## config.mk

```make
export PLATFORM = sky130hd
export DESIGN_NAME = smm_tile_sequencer
export DESIGN_NICKNAME = d
export VERILOG_FILES = /design/src/rtl/smm_tile_sequencer.sv
export SDC_FILE = /design/constraint.sdc
export NUM_CORES = 2
export LEC_CHECK = 0
export BUFFER_PORTS_ARGS = -buffer_cell sky130_fd_sc_hd__buf_2
export CAP_MARGIN = 20
export CORE_AREA = 2 2 751 753
export DETAILED_ROUTE_END_ITERATION = 12
export DIE_AREA = 0 0 753 755
export HOLD_SLACK_MARGIN = 0.06
export PLACE_DENSITY = 0.3
export RECOVER_POWER = 100
export SETUP_SLACK_MARGIN = 0.05
export SYNTH_ARGS = -nofsm -noshare
export SYNTH_HDL_FRONTEND = slang
export SYNTH_SLANG_ARGS = --single-unit
```

## constraint.sdc

```tcl
create_clock -name clk -period 2 [get_ports clk]
set_clock_uncertainty 0.1 [all_clocks]
set_input_delay 0.3 -clock clk [delete_from_list [all_inputs] [get_ports clk]]
set_output_delay 0.3 -clock clk [all_outputs]
set_load 0.005 [all_outputs]
```

## src/rtl/smm_tile_sequencer.sv

```systemverilog
// Operand collector and result streamer for the 4x4 Strassen multiply stage.
// Gathers A/B rows, pulses load, waits a fixed latency, then drains C row by row.
//
// state | meaning
// FILL  | accepting A and B rows until both matrices hold 4 rows
// ISSUE | one-cycle load strobe to the multiply stage
// WAIT  | counting compute latency, captures C_in on the last count
// DRAIN | streaming result rows out, back to FILL after row 3
module smm_tile_sequencer #(
    parameter int DATAWIDTH = 32,
    parameter int BLOCKSIZE = DATAWIDTH * 4,
    parameter int BUSWIDTH  = BLOCKSIZE * 4,
    parameter int LATENCY   = 3
) (
    input  logic                 clk,
    input  logic                 rst,
    input  logic                 mode,
    input  logic                 a_row_valid,
    output logic                 a_row_ready,
    input  logic [BLOCKSIZE-1:0] a_row_data,
    input  logic                 b_row_valid,
    output logic                 b_row_ready,
    input  logic [BLOCKSIZE-1:0] b_row_data,
    output logic [BUSWIDTH-1:0]  A,
    output logic [BUSWIDTH-1:0]  B,
    output logic                 load,
    output logic                 sel,
    input  logic [BUSWIDTH-1:0]  C_in,
    output logic                 c_row_valid,
    input  logic                 c_row_ready,
    output logic [BLOCKSIZE-1:0] c_row_data,
    output logic                 busy
);
    localparam int WCW = ($clog2(LATENCY + 1) < 1) ? 1 : $clog2(LATENCY + 1);

    typedef enum logic [1:0] {FILL, ISSUE, WAIT, DRAIN} state_t;

    state_t              state, state_nxt;
    logic [2:0]          a_cnt, b_cnt;
    logic [WCW-1:0]      wait_cnt;
    logic [1:0]          row_idx;
    logic [BUSWIDTH-1:0] result;
    logic                a_fire, b_fire, c_fire;
    logic                fill_done, wait_done, drain_done;

    assign a_row_ready = (state == FILL) && (a_cnt < 3'd4);
    assign b_row_ready = (state == FILL) && (b_cnt < 3'd4);
    assign a_fire      = a_row_valid && a_row_ready;
    assign b_fire      = b_row_valid && b_row_ready;
    assign c_fire      = c_row_valid && c_row_ready;

    // Leave FILL right after the fourth beat of the slower stream lands
    assign fill_done  = ((a_cnt == 3'd4) || ((a_cnt == 3'd3) && a_fire)) &&
                        ((b_cnt == 3'd4) || ((b_cnt == 3'd3) && b_fire));
    assign wait_done  = (wait_cnt == WCW'(LATENCY));
    assign drain_done = c_fire && (row_idx == 2'd3);

    always_ff @(posedge clk or negedge rst) begin
        if (!rst) state <= FILL;
        else      state <= state_nxt;
    end

    always_comb begin
        state_nxt = state;
        unique case (state)
            FILL:    if (fill_done)  state_nxt = ISSUE;
            ISSUE:                   state_nxt = WAIT;
            WAIT:    if (wait_done)  state_nxt = DRAIN;
            DRAIN:   if (drain_done) state_nxt = FILL;
            default:                 state_nxt = FILL;
        endcase
    end

    always_comb begin
        load        = (state == ISSUE);
        c_row_valid = (state == DRAIN);
        c_row_data  = result[row_idx*BLOCKSIZE +: BLOCKSIZE];
        busy        = !((state == FILL) && (a_cnt == 3'd0) && (b_cnt == 3'd0));
    end

    always_ff @(posedge clk or negedge rst) begin
        if (!rst) begin
            a_cnt    <= '0;
            b_cnt    <= '0;
            wait_cnt <= '0;
            row_idx  <= '0;
            A        <= '0;
            B        <= '0;
            result   <= '0;
            sel      <= 1'b0;
        end else begin
            unique case (state)
                FILL: begin
                    if (a_fire) begin
                        A[a_cnt[1:0]*BLOCKSIZE +: BLOCKSIZE] <= a_row_data;
                        a_cnt <= a_cnt + 3'd1;
                        if (a_cnt == 3'd0) sel <= mode;
                    end
                    if (b_fire) begin
                        B[b_cnt[1:0]*BLOCKSIZE +: BLOCKSIZE] <= b_row_data;
                        b_cnt <= b_cnt + 3'd1;
                    end
                end
                ISSUE: wait_cnt <= WCW'(1);
                WAIT: begin
                    if (wait_done) begin
                        result  <= C_in;
                        row_idx <= 2'd0;
                    end else begin
                        wait_cnt <= wait_cnt + WCW'(1);
                    end
                end
                DRAIN: begin
                    if (c_fire) begin
                        row_idx <= row_idx + 2'd1;
                        if (row_idx == 2'd3) begin
                            a_cnt <= '0;
                            b_cnt <= '0;
                        end
                    end
                end
                default: ;
            endcase
        end
    end
endmodule

```

==> PnR_summary.wiki <==
{| class="wikitable"
! Metric !! Value
|-
| Status || complete, but fails checks
|-
| Failing checks || max-capacitance violations, max-slew violations, negative setup slack
|-
| Initial core utilization || 11.1%
|-
| Maximum net fanout on the critical path || 14
|-
| Max stage delay on crit path || 610 ps
|-
| # port buffers || 1,931
|-
| Hold path startpoint || C_in[158]
|-
| Kind of critical path || register to output port
|-
| Leakage power figure || 0.0461 uW
|-
| Total track usage || 15.4%
|-
| Drt initial violations || 3,680
|-
| Slew margin rel. || -42.9%
|-
| Worst-margin pin slew || 2140 ps
|-
| Area overhead of the layout relative to synthesis || 72.4%
|-
| Path type of the worst min-delay path || input pin to register
|-
| Gate power share || 40.3%
|-
| Time the worst path needs with I/O delays and setup || 3100 ps
|-
| Worst Reg-to-Reg Cells || 14
|-
| Async SR Flop Fraction || 100%
|-
| Yosys cell types || 36
|-
| Total number of clock tree sinks || 1,549
|-
| Reported max-cap violation count || 1
|-
| Chip height || 755 um
|-
| Worst R2R Start || state[0]$_DFFE_PN0P_
|-
| Synth top area share || 62.3%
|-
| Share of total power in the clock network || 24.6%
|-
| Clock latency on the worst-skew pair || 940 ps
|-
| Switch Pwr || 62,100 uW
|-
| Mean area per synthesized cell || 11.9 um2
|-
| CTS H-Tree Depth || 4
|-
| IO Pins || 1,932
|-
| Top post-synthesis cells by area || dfrtp_1 (62%), mux2_2 (9.4%), nand2_1 (9.3%), mux4_2 (4.6%), a22o_1 (3.6%)
|-
| Number of slew-limit violations in the final report || 13
|-
| PnR Total Power || 158,000 uW
|-
| Final setup violation count || 2,880
|-
| Total count of hold-check failures in the final report || 0
|-
| Largest net degree at the start of global routing || 113
|-
| Final net count || 9,533
|-
| Clock buffer count from CTS || 212
|-
| Post-synthesis instance area || 62,200 um2
|-
| Final period util || 155%
|-
| Most instantiated cells after synthesis || dfrtp_1 (1,549), nand2_1 (1,546), mux2_2 (519)
|-
| DR vias || 58.0k
|-
| Library cell with the highest instance count after synthesis || dfrtp_1
|-
| Power per unit of standard cell area || 1480 nW/um2
|-
| Detailed placer's ending HPWL || 360,000 um
|-
| Total of warnings raised by yosys || 0
|-
| Clock Path Buffers || 4
|-
| Final worst hold slack || 171 ps
|-
| Highest signal layer in the routed design || met5
|-
| Worst-case register-to-register setup slack || -600 ps
|-
| Dpl cell area || 83,400 um2
|-
| Fraction of final layout cells sized beyond drive strength 1 || 34.4%
|-
| Clock-pin slew on the worst setup and hold paths || 60 ps
|-
| Via-to-Cell Ratio || 3.52
|-
| Synthesized net count || 6,035
|-
| Highest clock frequency the design can meet || 322 MHz
|-
| Count of state elements after synthesis || 1,549
|-
| Slowest cell on the critical path || mux4_2
|-
| Portion of the post-synthesis area used by sequential elements || 62.3%
|-
| Register share of total power || 35.1%
|-
| Length of routed met2 wiring || 217,000 um
|-
| Cell type contributing the most total cell area after synthesis || dfrtp_1
|-
| Leading register cell type out of synthesis || dfrtp_1
|-
| Post-route cell area || 107,000 um2
|-
| Pre-Repair DR Iteration Count || 5
|-
| CTS tree || yes
|-
| Count of flip-flops with a built-in enable after synthesis || 0
|-
| Core box area || 560,000 um2
|-
| Last weighted congestion value of the routability-driven placer || 0.926
|-
| Cell class contributing the biggest share of worst-path delay || buffers and inverters
|-
| Routed length on met1 || 198,000 um
|-
| Buffer type at the clock tree root || clkbuf_16
|-
| Cell Rows || 275
|-
| Worst EP required || 1600 ps
|-
| Cells after synthesis || 5,242
|-
| Internal portion of total power || 96,300 uW
|-
| Switching Share || 39.2%
|-
| RSZ-0062 raised after global routing || true
|-
| Crit path capture type || output port
|-
| Final wirelength || 466,000 um
|-
| Hold Path Stages || 3
|-
| End of the worst register-to-register path || A[462]$_DFFE_PN0P_
|-
| Hold Path End || result[158]$_DFFE_PN0P_
|-
| Most prevalent standard cell on the critical path || buf_12
|-
| Startpoint Class || register
|-
| Metal3 WL || 34,600 um
|-
| Initial antenna violation count || 330
|-
| Series of cell instances along the critical path || buf_12, buf_16, buf_12, mux4_2, buf_2
|-
| Average wire per cell in the routed design || 28.3 um
|-
| Global-route wire length before repair || 592,000 um
|-
| Setup WS post-layout || -1100 ps
|-
| Total overflow reported by the global router || 0
|-
| Arrival time worst endpoint || 2700 ps
|-
| Sum of buffers and inverters on the critical path || 4
|-
| Vias in the first global route || 59.0k
|-
| DRC violations left || 0
|-
| Die area || 569,000 um2
|-
| Maximum vdd drop || 0.798 mV
|-
| Die X-Extent || 753 um
|-
| Number of nets with antenna violations after detailed routing || 0
|}
worst register-to-register path, stage by stage (launching register included):
cell       delay, ps
dfrtp_1          380
inv_2             90
ha_4             210
buf_12           130
buf_6             90
buf_6            100
buf_6            120
nand4_1          120
buf_6            150
nor4_4           140
buf_6            230
clkbuf_16        220
buf_12           160
buf_16           180
a22o_1           140
routing by layer:
metal	global-route usage [%]	vias up
li1	-	25200
met4	4.25	112
met3	4.30	724
met5	0	-
met2	25.6	2507
met1	19.5	29500
power groups by stage:
stage | sequential [uW] | combinational, uW | clock [uW]
finish | 55500 | 63800 | 39000
CTS | 55100 | 64800 | 40500
detailed placement | 55400 | 58200 | 0
global placement | 55300 | 57900 | 0
floorplan | 51500 | 23400 | 0
global route | 56900 | 68600 | 41600
worst max path at each step:
stage                                start                   end  cells past startpoint
CTS                 row_idx[0]$_DFFE_PN0P_        c_row_data[18]                      4
detailed placement    state[1]$_DFFE_PN0P_  state[1]$_DFFE_PN0P_                      8
global placement      state[1]$_DFFE_PN0P_  state[1]$_DFFE_PN0P_                      8
global route        row_idx[0]$_DFFE_PN0P_        c_row_data[24]                      5
finish              row_idx[0]$_DFFE_PN0P_        c_row_data[23]                      5
floorplan             a_cnt[0]$_DFFE_PN0P_    A[332]$_DFFE_PN0P_                      7
per-stage QoR:
stage / setup TNS, ps / instances / worst slack, ps / util, %
final: -925440 / 16500 / -1100 / 19.2
after global routing: -1344170 / 16400 / -1230 / 19.1
after CTS: -631190 / 16300 / -1260 / 18.8
after detailed placement: -607640 / 14600 / -710 / 14.9
after global placement: -644940 / 14600 / -712 / 14.9
after floorplan: 0 / 5242 / 71.9 / -
logic make-up after synthesis:
| kind of cell | Yosys count | share of synthesized area (%) |
|---|---|---|
| compound gates | 1036 | 9.91 |
| xor+xnor | 1 | 0.0141 |
| fa+ha+maj | 19 | 0.382 |
| buf+inv | 406 | 3.52 |
| flops | 1549 | 62.3 |
| mux | 651 | 14.1 |
| simple gates | 1580 | 9.73 |
state kept, by name (all words and copies together), names as in the netlist:
register	cells
A	512
B	512
a_cnt	3
b_cnt	3
result	512
row_idx	2
sel	1
state	2
wait_cnt	2
what timing repair did:
item / 4_1_cts / 5_1_grt
hold endpoints to repair: 3095 / 0
endpoints found under the setup margin: 2125 / 1762
gates cloned: 48 / 53
buffers inserted: 50 / 50
hold buffers: 1213 / 0
pin swaps: 24 / 104
resized for setup: 275 / 384
final cells by class:
| cell class | instances | area, um2 |
|---|---|---|
| well taps | 7479 | 9360 |
| diodes | 96 | 240 |
| flip-flops and latches | 1549 | 38800 |
| clock buffers | 302 | 6110 |
| multi-input cells | 3289 | 22200 |
| fillers | 62000 | 453000 |
| inverters | 10 | 37.5 |
| repair buffers | 3678 | 29700 |
| clock inverters | 69 | 810 |
placed cells by master (no fill, tap or decap), types with 150 or more instances in the layout:
cell           count
dfrtp_1         1547
nand2_1         1459
dlygate4sd3_1   1213
buf_2            990
clkbuf_1         602
mux2_2           518
o21ai_1          405
clkbuf_2         309
o21ai_0          306
a22o_1           259
clkbuf_16        250
buf_4            218
buf_12           150
Power figures use the tool's default switching activity.
